`src/rtl/vga_timing_gen_if.sv`:
```
// Raster timing bundle between the VGA timing generator (master) and the
// text-mode pixel pipeline (slave). pix_en flows from the pipeline to the generator.
interface vga_timing_gen_if #(
  parameter int COORD_W = 11,
  parameter int COLS_W  = 7,
  parameter int ROWS_W  = 6,
  parameter int XCHAR_W = 3,
  parameter int YCHAR_W = 4
);
  logic               pix_en;
  logic               hsync;
  logic               vsync;
  logic [COORD_W-1:0] xpos;
  logic [COORD_W-1:0] ypos;
  logic               drawing;
  logic [XCHAR_W-1:0] xchar;
  logic [YCHAR_W-1:0] ychar;
  logic [COLS_W-1:0]  xtext;
  logic [ROWS_W-1:0]  ytext;
  logic               clk_load_char;
  logic               clk_load_design;
  logic               clk_draw_char;
  logic               line_start;
  logic               frame_start;
  logic               blink;

  modport master (
    input  pix_en,
    output hsync, vsync, xpos, ypos, drawing, xchar, ychar, xtext, ytext,
           clk_load_char, clk_load_design, clk_draw_char, line_start,
           frame_start, blink
  );

  modport slave (
    output pix_en,
    input  hsync, vsync, xpos, ypos, drawing, xchar, ychar, xtext, ytext,
           clk_load_char, clk_load_design, clk_draw_char, line_start,
           frame_start, blink
  );
endinterface

```
`src/rtl/vga_timing_gen.sv`:
```
// Parametrised VGA raster timing generator with incremental character-cell
// counters, load/draw strobes, line/frame strobes and a frame-based blink.
module vga_timing_gen #(
  parameter int H_VISIBLE         = 800,
  parameter int H_FRONT           = 56,
  parameter int H_SYNC            = 120,
  parameter int H_BACK            = 64,
  parameter int V_VISIBLE         = 600,
  parameter int V_FRONT           = 37,
  parameter int V_SYNC            = 6,
  parameter int V_BACK            = 23,
  parameter int HSYNC_ACTIVE_HIGH = 0,
  parameter int VSYNC_ACTIVE_HIGH = 0,
  parameter int CHAR_W            = 8,
  parameter int CHAR_H            = 10,
  parameter int LOAD_LEAD         = 7,
  parameter int COORD_W           = 11,
  parameter int COLS_W            = 7,
  parameter int ROWS_W            = 6,
  parameter int BLINK_FRAMES      = 32
) (
  input logic           clk,
  input logic           reset,
  vga_timing_gen_if.master vga
);
  localparam int H_TOTAL = H_BACK + H_VISIBLE + H_FRONT + H_SYNC;
  localparam int V_TOTAL = V_BACK + V_VISIBLE + V_FRONT + V_SYNC;
  localparam int XCW     = (CHAR_W > 1) ? $clog2(CHAR_W) : 1;
  localparam int YCW     = (CHAR_H > 1) ? $clog2(CHAR_H) : 1;
  localparam int FW      = (BLINK_FRAMES > 1) ? $clog2(BLINK_FRAMES) : 1;
  localparam bit HPOL    = (HSYNC_ACTIVE_HIGH != 0);
  localparam bit VPOL    = (VSYNC_ACTIVE_HIGH != 0);

  typedef logic [COORD_W-1:0] coord_t;

  localparam coord_t HD_LO  = coord_t'(H_BACK);
  localparam coord_t HD_HI  = coord_t'(H_BACK + H_VISIBLE);
  localparam coord_t HL_LO  = coord_t'(H_BACK - LOAD_LEAD);
  localparam coord_t HL_HI  = coord_t'(H_BACK + H_VISIBLE - LOAD_LEAD);
  localparam coord_t HS_LO  = coord_t'(H_BACK + H_VISIBLE + H_FRONT);
  localparam coord_t H_LAST = coord_t'(H_TOTAL - 1);
  localparam coord_t VD_LO  = coord_t'(V_BACK);
  localparam coord_t VD_HI  = coord_t'(V_BACK + V_VISIBLE);
  localparam coord_t VS_LO  = coord_t'(V_BACK + V_VISIBLE + V_FRONT);
  localparam coord_t V_LAST = coord_t'(V_TOTAL - 1);

  if (longint'(H_TOTAL) > (longint'(1) << COORD_W)) begin : g_h_total_check
    $error("vga_timing_gen: H_TOTAL does not fit in COORD_W bits");
  end
  if (longint'(V_TOTAL) > (longint'(1) << COORD_W)) begin : g_v_total_check
    $error("vga_timing_gen: V_TOTAL does not fit in COORD_W bits");
  end
  if (CHAR_W < 2 || CHAR_H < 1 || BLINK_FRAMES < 1 || LOAD_LEAD >= H_BACK) begin : g_param_check
    $error("vga_timing_gen: illegal CHAR_W/CHAR_H/BLINK_FRAMES/LOAD_LEAD");
  end

  coord_t            xpos, ypos;
  logic [XCW-1:0]    xcell;     // phase inside the drawn cell
  logic [XCW-1:0]    lcell;     // phase inside the load window, leads xcell by LOAD_LEAD
  logic [YCW-1:0]    ycell;
  logic [COLS_W-1:0] xtext_q;
  logic [ROWS_W-1:0] ytext_q;
  logic [FW-1:0]     frame_q;
  logic              blink_q;
  logic              load_q;

  logic   x_wrap, y_wrap, in_hd, in_hl, in_vd, drawing_c, load_cond, live;
  coord_t x_nxt, y_nxt;

  always_comb begin
    x_wrap    = (xpos == H_LAST);
    y_wrap    = (ypos == V_LAST);
    x_nxt     = x_wrap ? '0 : xpos + 1'b1;
    y_nxt     = y_wrap ? '0 : ypos + 1'b1;
    in_hd     = (xpos >= HD_LO) && (xpos < HD_HI);
    in_hl     = (xpos >= HL_LO) && (xpos < HL_HI);
    in_vd     = (ypos >= VD_LO) && (ypos < VD_HI);
    drawing_c = in_hd && in_vd;
    load_cond = in_hl && (lcell == '0);
    live      = vga.pix_en && !reset;
  end

  always_ff @(posedge clk) begin
    if (reset) begin
      xpos    <= '0;
      ypos    <= '0;
      xcell   <= '0;
      lcell   <= '0;
      ycell   <= '0;
      xtext_q <= '0;
      ytext_q <= '0;
      frame_q <= '0;
      blink_q <= 1'b0;
      load_q  <= 1'b0;
    end else if (vga.pix_en) begin
      xpos   <= x_nxt;
      load_q <= load_cond;
      xcell  <= (x_nxt == HD_LO || xcell == XCW'(CHAR_W - 1)) ? '0 : xcell + 1'b1;
      lcell  <= (x_nxt == HL_LO || lcell == XCW'(CHAR_W - 1)) ? '0 : lcell + 1'b1;
      if (x_nxt == HL_LO)                xtext_q <= '0;
      else if (lcell == XCW'(CHAR_W - 1)) xtext_q <= xtext_q + 1'b1;
      if (x_wrap) begin
        ypos  <= y_nxt;
        ycell <= (y_nxt == VD_LO || ycell == YCW'(CHAR_H - 1)) ? '0 : ycell + 1'b1;
        if (y_nxt == VD_LO)                 ytext_q <= '0;
        else if (ycell == YCW'(CHAR_H - 1)) ytext_q <= ytext_q + 1'b1;
        if (y_wrap) begin
          if (frame_q == FW'(BLINK_FRAMES - 1)) begin
            frame_q <= '0;
            blink_q <= ~blink_q;
          end else begin
            frame_q <= frame_q + 1'b1;
          end
        end
      end
    end
  end

  // Sync levels and strobes are forced idle while reset is held.
  always_comb begin
    vga.hsync           = HPOL ? (!reset && xpos >= HS_LO) : !(!reset && xpos >= HS_LO);
    vga.vsync           = VPOL ? (!reset && ypos >= VS_LO) : !(!reset && ypos >= VS_LO);
    vga.xpos            = xpos;
    vga.ypos            = ypos;
    vga.drawing         = !reset && drawing_c;
    vga.xchar           = vga.drawing ? xcell : '0;
    vga.ychar           = vga.drawing ? ycell : '0;
    vga.xtext           = (in_hl && in_vd) ? xtext_q : '0;
    vga.ytext           = in_vd ? ytext_q : '0;
    vga.clk_load_char   = live && load_cond;
    vga.clk_load_design = live && load_q;
    vga.clk_draw_char   = live && drawing_c && (xcell == '0);
    vga.line_start      = live && (xpos == '0);
    vga.frame_start     = live && (xpos == '0) && (ypos == '0);
    vga.blink           = blink_q;
  end
endmodule

```
`src/flat_wrapper.sv`:
```
// flat-port wrapper written by rule: the top's interface ports become plain ports
module vga_timing_gen_flat 
#(
  parameter int H_VISIBLE         = 800,
  parameter int H_FRONT           = 56,
  parameter int H_SYNC            = 120,
  parameter int H_BACK            = 64,
  parameter int V_VISIBLE         = 600,
  parameter int V_FRONT           = 37,
  parameter int V_SYNC            = 6,
  parameter int V_BACK            = 23,
  parameter int HSYNC_ACTIVE_HIGH = 0,
  parameter int VSYNC_ACTIVE_HIGH = 0,
  parameter int CHAR_W            = 8,
  parameter int CHAR_H            = 10,
  parameter int LOAD_LEAD         = 7,
  parameter int COORD_W           = 11,
  parameter int COLS_W            = 7,
  parameter int ROWS_W            = 6,
  parameter int BLINK_FRAMES      = 32
)
  (clk, reset, vga_pix_en, vga_hsync, vga_vsync, vga_xpos, vga_ypos, vga_drawing, vga_xchar, vga_ychar, vga_xtext, vga_ytext, vga_clk_load_char, vga_clk_load_design, vga_clk_draw_char, vga_line_start, vga_frame_start, vga_blink);
  vga_timing_gen_if #(.COORD_W(COORD_W), .COLS_W(COLS_W), .ROWS_W(ROWS_W)) vga_i ();
  input logic clk;
  input logic reset;
  input wire logic [$bits(vga_i.pix_en)-1:0] vga_pix_en;
  output wire logic [$bits(vga_i.hsync)-1:0] vga_hsync;
  output wire logic [$bits(vga_i.vsync)-1:0] vga_vsync;
  output wire logic [$bits(vga_i.xpos)-1:0] vga_xpos;
  output wire logic [$bits(vga_i.ypos)-1:0] vga_ypos;
  output wire logic [$bits(vga_i.drawing)-1:0] vga_drawing;
  output wire logic [$bits(vga_i.xchar)-1:0] vga_xchar;
  output wire logic [$bits(vga_i.ychar)-1:0] vga_ychar;
  output wire logic [$bits(vga_i.xtext)-1:0] vga_xtext;
  output wire logic [$bits(vga_i.ytext)-1:0] vga_ytext;
  output wire logic [$bits(vga_i.clk_load_char)-1:0] vga_clk_load_char;
  output wire logic [$bits(vga_i.clk_load_design)-1:0] vga_clk_load_design;
  output wire logic [$bits(vga_i.clk_draw_char)-1:0] vga_clk_draw_char;
  output wire logic [$bits(vga_i.line_start)-1:0] vga_line_start;
  output wire logic [$bits(vga_i.frame_start)-1:0] vga_frame_start;
  output wire logic [$bits(vga_i.blink)-1:0] vga_blink;
  assign vga_i.pix_en = vga_pix_en;
  assign vga_hsync = vga_i.hsync;
  assign vga_vsync = vga_i.vsync;
  assign vga_xpos = vga_i.xpos;
  assign vga_ypos = vga_i.ypos;
  assign vga_drawing = vga_i.drawing;
  assign vga_xchar = vga_i.xchar;
  assign vga_ychar = vga_i.ychar;
  assign vga_xtext = vga_i.xtext;
  assign vga_ytext = vga_i.ytext;
  assign vga_clk_load_char = vga_i.clk_load_char;
  assign vga_clk_load_design = vga_i.clk_load_design;
  assign vga_clk_draw_char = vga_i.clk_draw_char;
  assign vga_line_start = vga_i.line_start;
  assign vga_frame_start = vga_i.frame_start;
  assign vga_blink = vga_i.blink;
  vga_timing_gen #(.H_VISIBLE(H_VISIBLE), .H_FRONT(H_FRONT), .H_SYNC(H_SYNC), .H_BACK(H_BACK), .V_VISIBLE(V_VISIBLE), .V_FRONT(V_FRONT), .V_SYNC(V_SYNC), .V_BACK(V_BACK), .HSYNC_ACTIVE_HIGH(HSYNC_ACTIVE_HIGH), .VSYNC_ACTIVE_HIGH(VSYNC_ACTIVE_HIGH), .CHAR_W(CHAR_W), .CHAR_H(CHAR_H), .LOAD_LEAD(LOAD_LEAD), .COORD_W(COORD_W), .COLS_W(COLS_W), .ROWS_W(ROWS_W), .BLINK_FRAMES(BLINK_FRAMES)) u_core (.clk(clk), .reset(reset), .vga(vga_i));
endmodule
```
`config.mk`:
```
export PLATFORM = sky130hd
export DESIGN_NAME = vga_timing_gen_flat
export DESIGN_NICKNAME = d
export VERILOG_FILES = /design/src/rtl/vga_timing_gen_if.sv /design/src/rtl/vga_timing_gen.sv /design/src/flat_wrapper.sv
export SDC_FILE = /design/constraint.sdc
export NUM_CORES = 1
export LEC_CHECK = 0
export ABC_AREA = 0
export ABC_CLOCK_PERIOD_IN_PS = 5900
export CORE_MARGIN = 5
export CORE_UTILIZATION = 58
export DETAILED_ROUTE_END_ITERATION = 7
export GPL_TIMING_DRIVEN = 0
export HOLD_SLACK_MARGIN = 0.1
export PLACE_DENSITY = 0.86
export SLEW_MARGIN = 20
export SYNTH_ARGS = -nofsm -noshare
export SYNTH_HDL_FRONTEND = slang
export SYNTH_SLANG_ARGS = --single-unit
```
`constraint.sdc`:
```
create_clock -name clk -period 5.9 [get_ports clk]
set_clock_uncertainty 0.2 [all_clocks]
set_input_delay 0.59 -clock clk [delete_from_list [all_inputs] [get_ports clk]]
set_output_delay 0.59 -clock clk [all_outputs]
set_load 0.01 [all_outputs]
```
==> flow_summary_export.csv <==
group,metric,value,unit
final_layout,syn2layout_area_growth,21.5,%
logic_synthesis,syn_inst,428,
final_layout,fin_nets,507,
route,vias,3432,
final_layout,drive_gt1_share,4.31,%
timing,holdWs,0.292,ns
setup_path,cp.arrival,3.18,ns
route,first_pass_iters,6,
clock_network,clockRootBuffer,"clkbuf_8",
setup_path,cp-end-kind,"primary output",
timing,finalSetupTns,0,ns
clock_network,cts.sink_count,52,
logic_synthesis,synth_top_flop_cell,"dfxtp_1",
timing,final-max-slew-violation-count,0,
placed_design,placedCellCount,551,
timing,setup_slack,1.93,ns
timing,grt_setup_unrepaired,"no",
route,antenna_left,0,
setup_path,crit_type,"reg2out",
timing,fin_crit_sh,67.3,%
timing,tightestPinTransition,0.755,ns
clock_network,cts_resized,0,
power_and_ir_drop,leakage,1.49,nW
worst_hold_path,hp-class,"reg2reg",
global_routing,grt_pass1_wl,15.0,mm
logic_synthesis,avgSynthCellArea,7.86,um2
final_layout,fin_cells,559,
global_routing,overflow,0,
clock_network,h-tree-depth,2,
logic_synthesis,yosysWarnings,0,
route,drtIter0Drc,311,
logic_synthesis,async_reset_ff_share,0,%
global_routing,grt_usage,24.7,%
setup_path,r2r_end,"u_core.ytext_q[1]",
die,start_util,60.3,%
timing,hold_viol_final,0,
logic_synthesis,netlist-cell-type-count,57,
route,wire_per_inst,15.9,um
clock_network,clk_pin_slew,0.09,ns
logic_synthesis,synthesis.area,0.00336,mm2
setup_path,cp-start-kind,"flop",
clock_network,postCtsHoldBufs,0,
setup_path,ff2ff_path_depth,8,
route,vias_per_cell,6.14,
clock_network,cts_setup_buffers,0,
placed_design,portBuffers,51,
logic_synthesis,synth_seq_cells,52,
final_layout,diodes,0,
timing,fmax,0.252,GHz
worst_hold_path,min_path_cells,2,
logic_synthesis,syn_nets,449,
die,dieWidth,86.2,um
setup_path,required,5.11,ns
clock_network,cts_buffer_depth,2,
route,totalWireLength,8.91,mm
clock_network,numCtsBuffers,5,
route,drcViolationCount,0,
power_and_ir_drop,p_per_area,163,mW/mm2
status,status,"completed",
worst_hold_path,whs_endpoint,"u_core.lcell[1]",
run,maxCapViolCount,0,
placed_design,post-dp-hpwl,6.42,mm
die,coreArea,0.00557,mm2
timing,setup_violations,0,
setup_path,reg2reg_setup_slack,2.54,ns
placed_design,gp_congestion,0.936,
setup_path,rr_startpoint,"u_core.vga.xpos[0]",
worst_hold_path,hold_path_startpoint,"u_core.lcell[1]",
clock_network,clkLatencyLatePin,0.32,ns
timing,slew-limit-headroom,49.5,%
logic_synthesis,synth_edf_count,0,
timing,period_needed,3.97,ns
placed_design,pre_cts_ws,2.26,ns
setup_path,crit_fanout,9,
die,ioPinCount,54,
global_routing,antenna_found_initial,0,
power_and_ir_drop,vdd_drop_max,0.195,mV
logic_synthesis,yosysSeqAreaShare,31.0,%
die,die_h,86.2,um
global_routing,grt_max_degree,17,
die,dieArea,0.00742,mm2
die,core.rowCount,27,
global_routing,grt_pass1_vias,3216,
clock_network,tritoncts,"done",
-- worst max-delay path by stage --
stage | startpoint | endpoint | depth (start not counted)
3_5_place_dp | u_core.vga.ypos[1] | vga_ychar[2] | 8
6_report | u_core.vga.ypos[1] | vga_ychar[2] | 8
5_1_grt | u_core.vga.ypos[1] | vga_ychar[2] | 8
3_3_place_gp | vga_pix_en | vga_frame_start | 6
2_1_floorplan | u_core.vga.xpos[0] | u_core.frame_q[3] | 9
4_1_cts | u_core.vga.ypos[1] | vga_ychar[2] | 8
-- cell usage after synthesis, drive strengths merged (5+ instances only) --
library cell	n	area, um2
nor2b	8	50.1
inv	16	60.1
nand4	11	68.8
nor2	38	143
mux2i	7	70.1
dfxtp	52	1040
nand2	32	120
and2	19	119
a31oi	5	31.3
a21oi	24	120
ha	18	225
nand2b	5	31.3
and3	9	56.3
a32oi	6	52.6
o31ai	11	82.6
nor3	14	70.1
clkbuf	27	101
nor4	8	50.1
o21ai	20	100
xor2	7	61.3
nand3	18	90.1
or3	7	48.8
xnor2	11	96.3
-- routing by layer --
| layer | global-route usage, % | wire [um] | vias to the layer above |
|---|---|---|---|
| li1 | - | - | 1659 |
| met1 | 30.7 | 3770 | 1597 |
| met2 | 42.0 | 4320 | 155 |
| met3 | 5.38 | 618 | 21 |
| met4 | 8.63 | 193 | 0 |
| met5 | 0 | 0 | - |
-- stage by stage --
stage	power [W]	instance area, um2	util (%)
3_3_place_gp	0.000407	3960	71.1
6_report	0.000668	4090	73.3
2_1_floorplan	0.000393	3360	-
3_5_place_dp	0.000408	3960	71.1
5_1_grt	0.000688	4090	73.3
4_1_cts	0.000669	4090	73.3
-- layout by cell type, fill, tap and decap left out, types with 3 or more instances in the layout --
cell             instances
nand3b_1                 3
or2_2                    3
a21o_1                   4
nand2_1                 32
clkdlybuf4s50_1         51
o21ai_0                 20
a32oi_1                  6
nor2b_1                  8
or3_1                    6
and4_1                   4
and2_1                  19
xor2_1                   7
o31ai_1                 11
inv_1                   16
clkbuf_1                27
a21oi_1                 24
nand2b_1                 5
nand4_1                 11
nor4_1                   8
mux2i_1                  7
nand3_1                 18
xnor2_1                 11
a31oi_1                  5
nor2_1                  38
buf_6                    3
and3_1                   9
o41ai_1                  4
nor3_1                  14
ha_1                    18
dfxtp_1                 52
clkbuf_8                 6
-- worst max-delay path: stages (launching register included) --
cell	delay, ns
dfxtp_1	0.50
ha_1	0.34
a21o_1	0.12
a21oi_1	0.06
o21ai_0	0.24
nand3b_1	0.27
nor3_1	0.56
and2_1	0.22
clkdlybuf4s50_1	0.54
-- final cells by class --
type | count | area, um2
multi-input combinational | 330 | 2130
fill | 449 | 1490
sequential | 52 | 1040
timing repair buffer | 51 | 510
buffer | 30 | 135
tap | 72 | 90.1
clock buffer | 6 | 82.6
inverter | 16 | 60.1
clock inverter | 2 | 38.8
-- registers in the layout, indices dropped and copies added, names as in the netlist --
signal,cells
u_core.load_q,1
u_core.xcell,3
u_core.lcell,3
u_core.ycell,4
u_core.frame_q,5
u_core.xtext_q,7
u_core.vga.xpos,11
u_core.vga.blink,1
u_core.ytext_q,6
u_core.vga.ypos,11
-- where the power goes --
| part | internal [W] | leakage, nW | switching [W] | total [W] |
|---|---|---|---|---|
| logic | 0.0000157 | 1.01 | 0.0000254 | 0.0000412 |
| clock network | 0.000139 | 0.0614 | 0.000128 | 0.000267 |
| registers | 0.000355 | 0.420 | 0.00000518 | 0.000360 |
| total | 0.000509 | 1.49 | 0.000159 | 0.000668 |
-- logic make-up after synthesis --
family	count (synthesis)	synth area share (%)
compound gates	91	17.7
flops	52	31.0
simple gates	194	31.4
fa+ha+maj	18	6.70
mux	9	2.75
buf+inv	46	5.80
xor+xnor	18	4.69
Power figures use the tool's default switching activity.
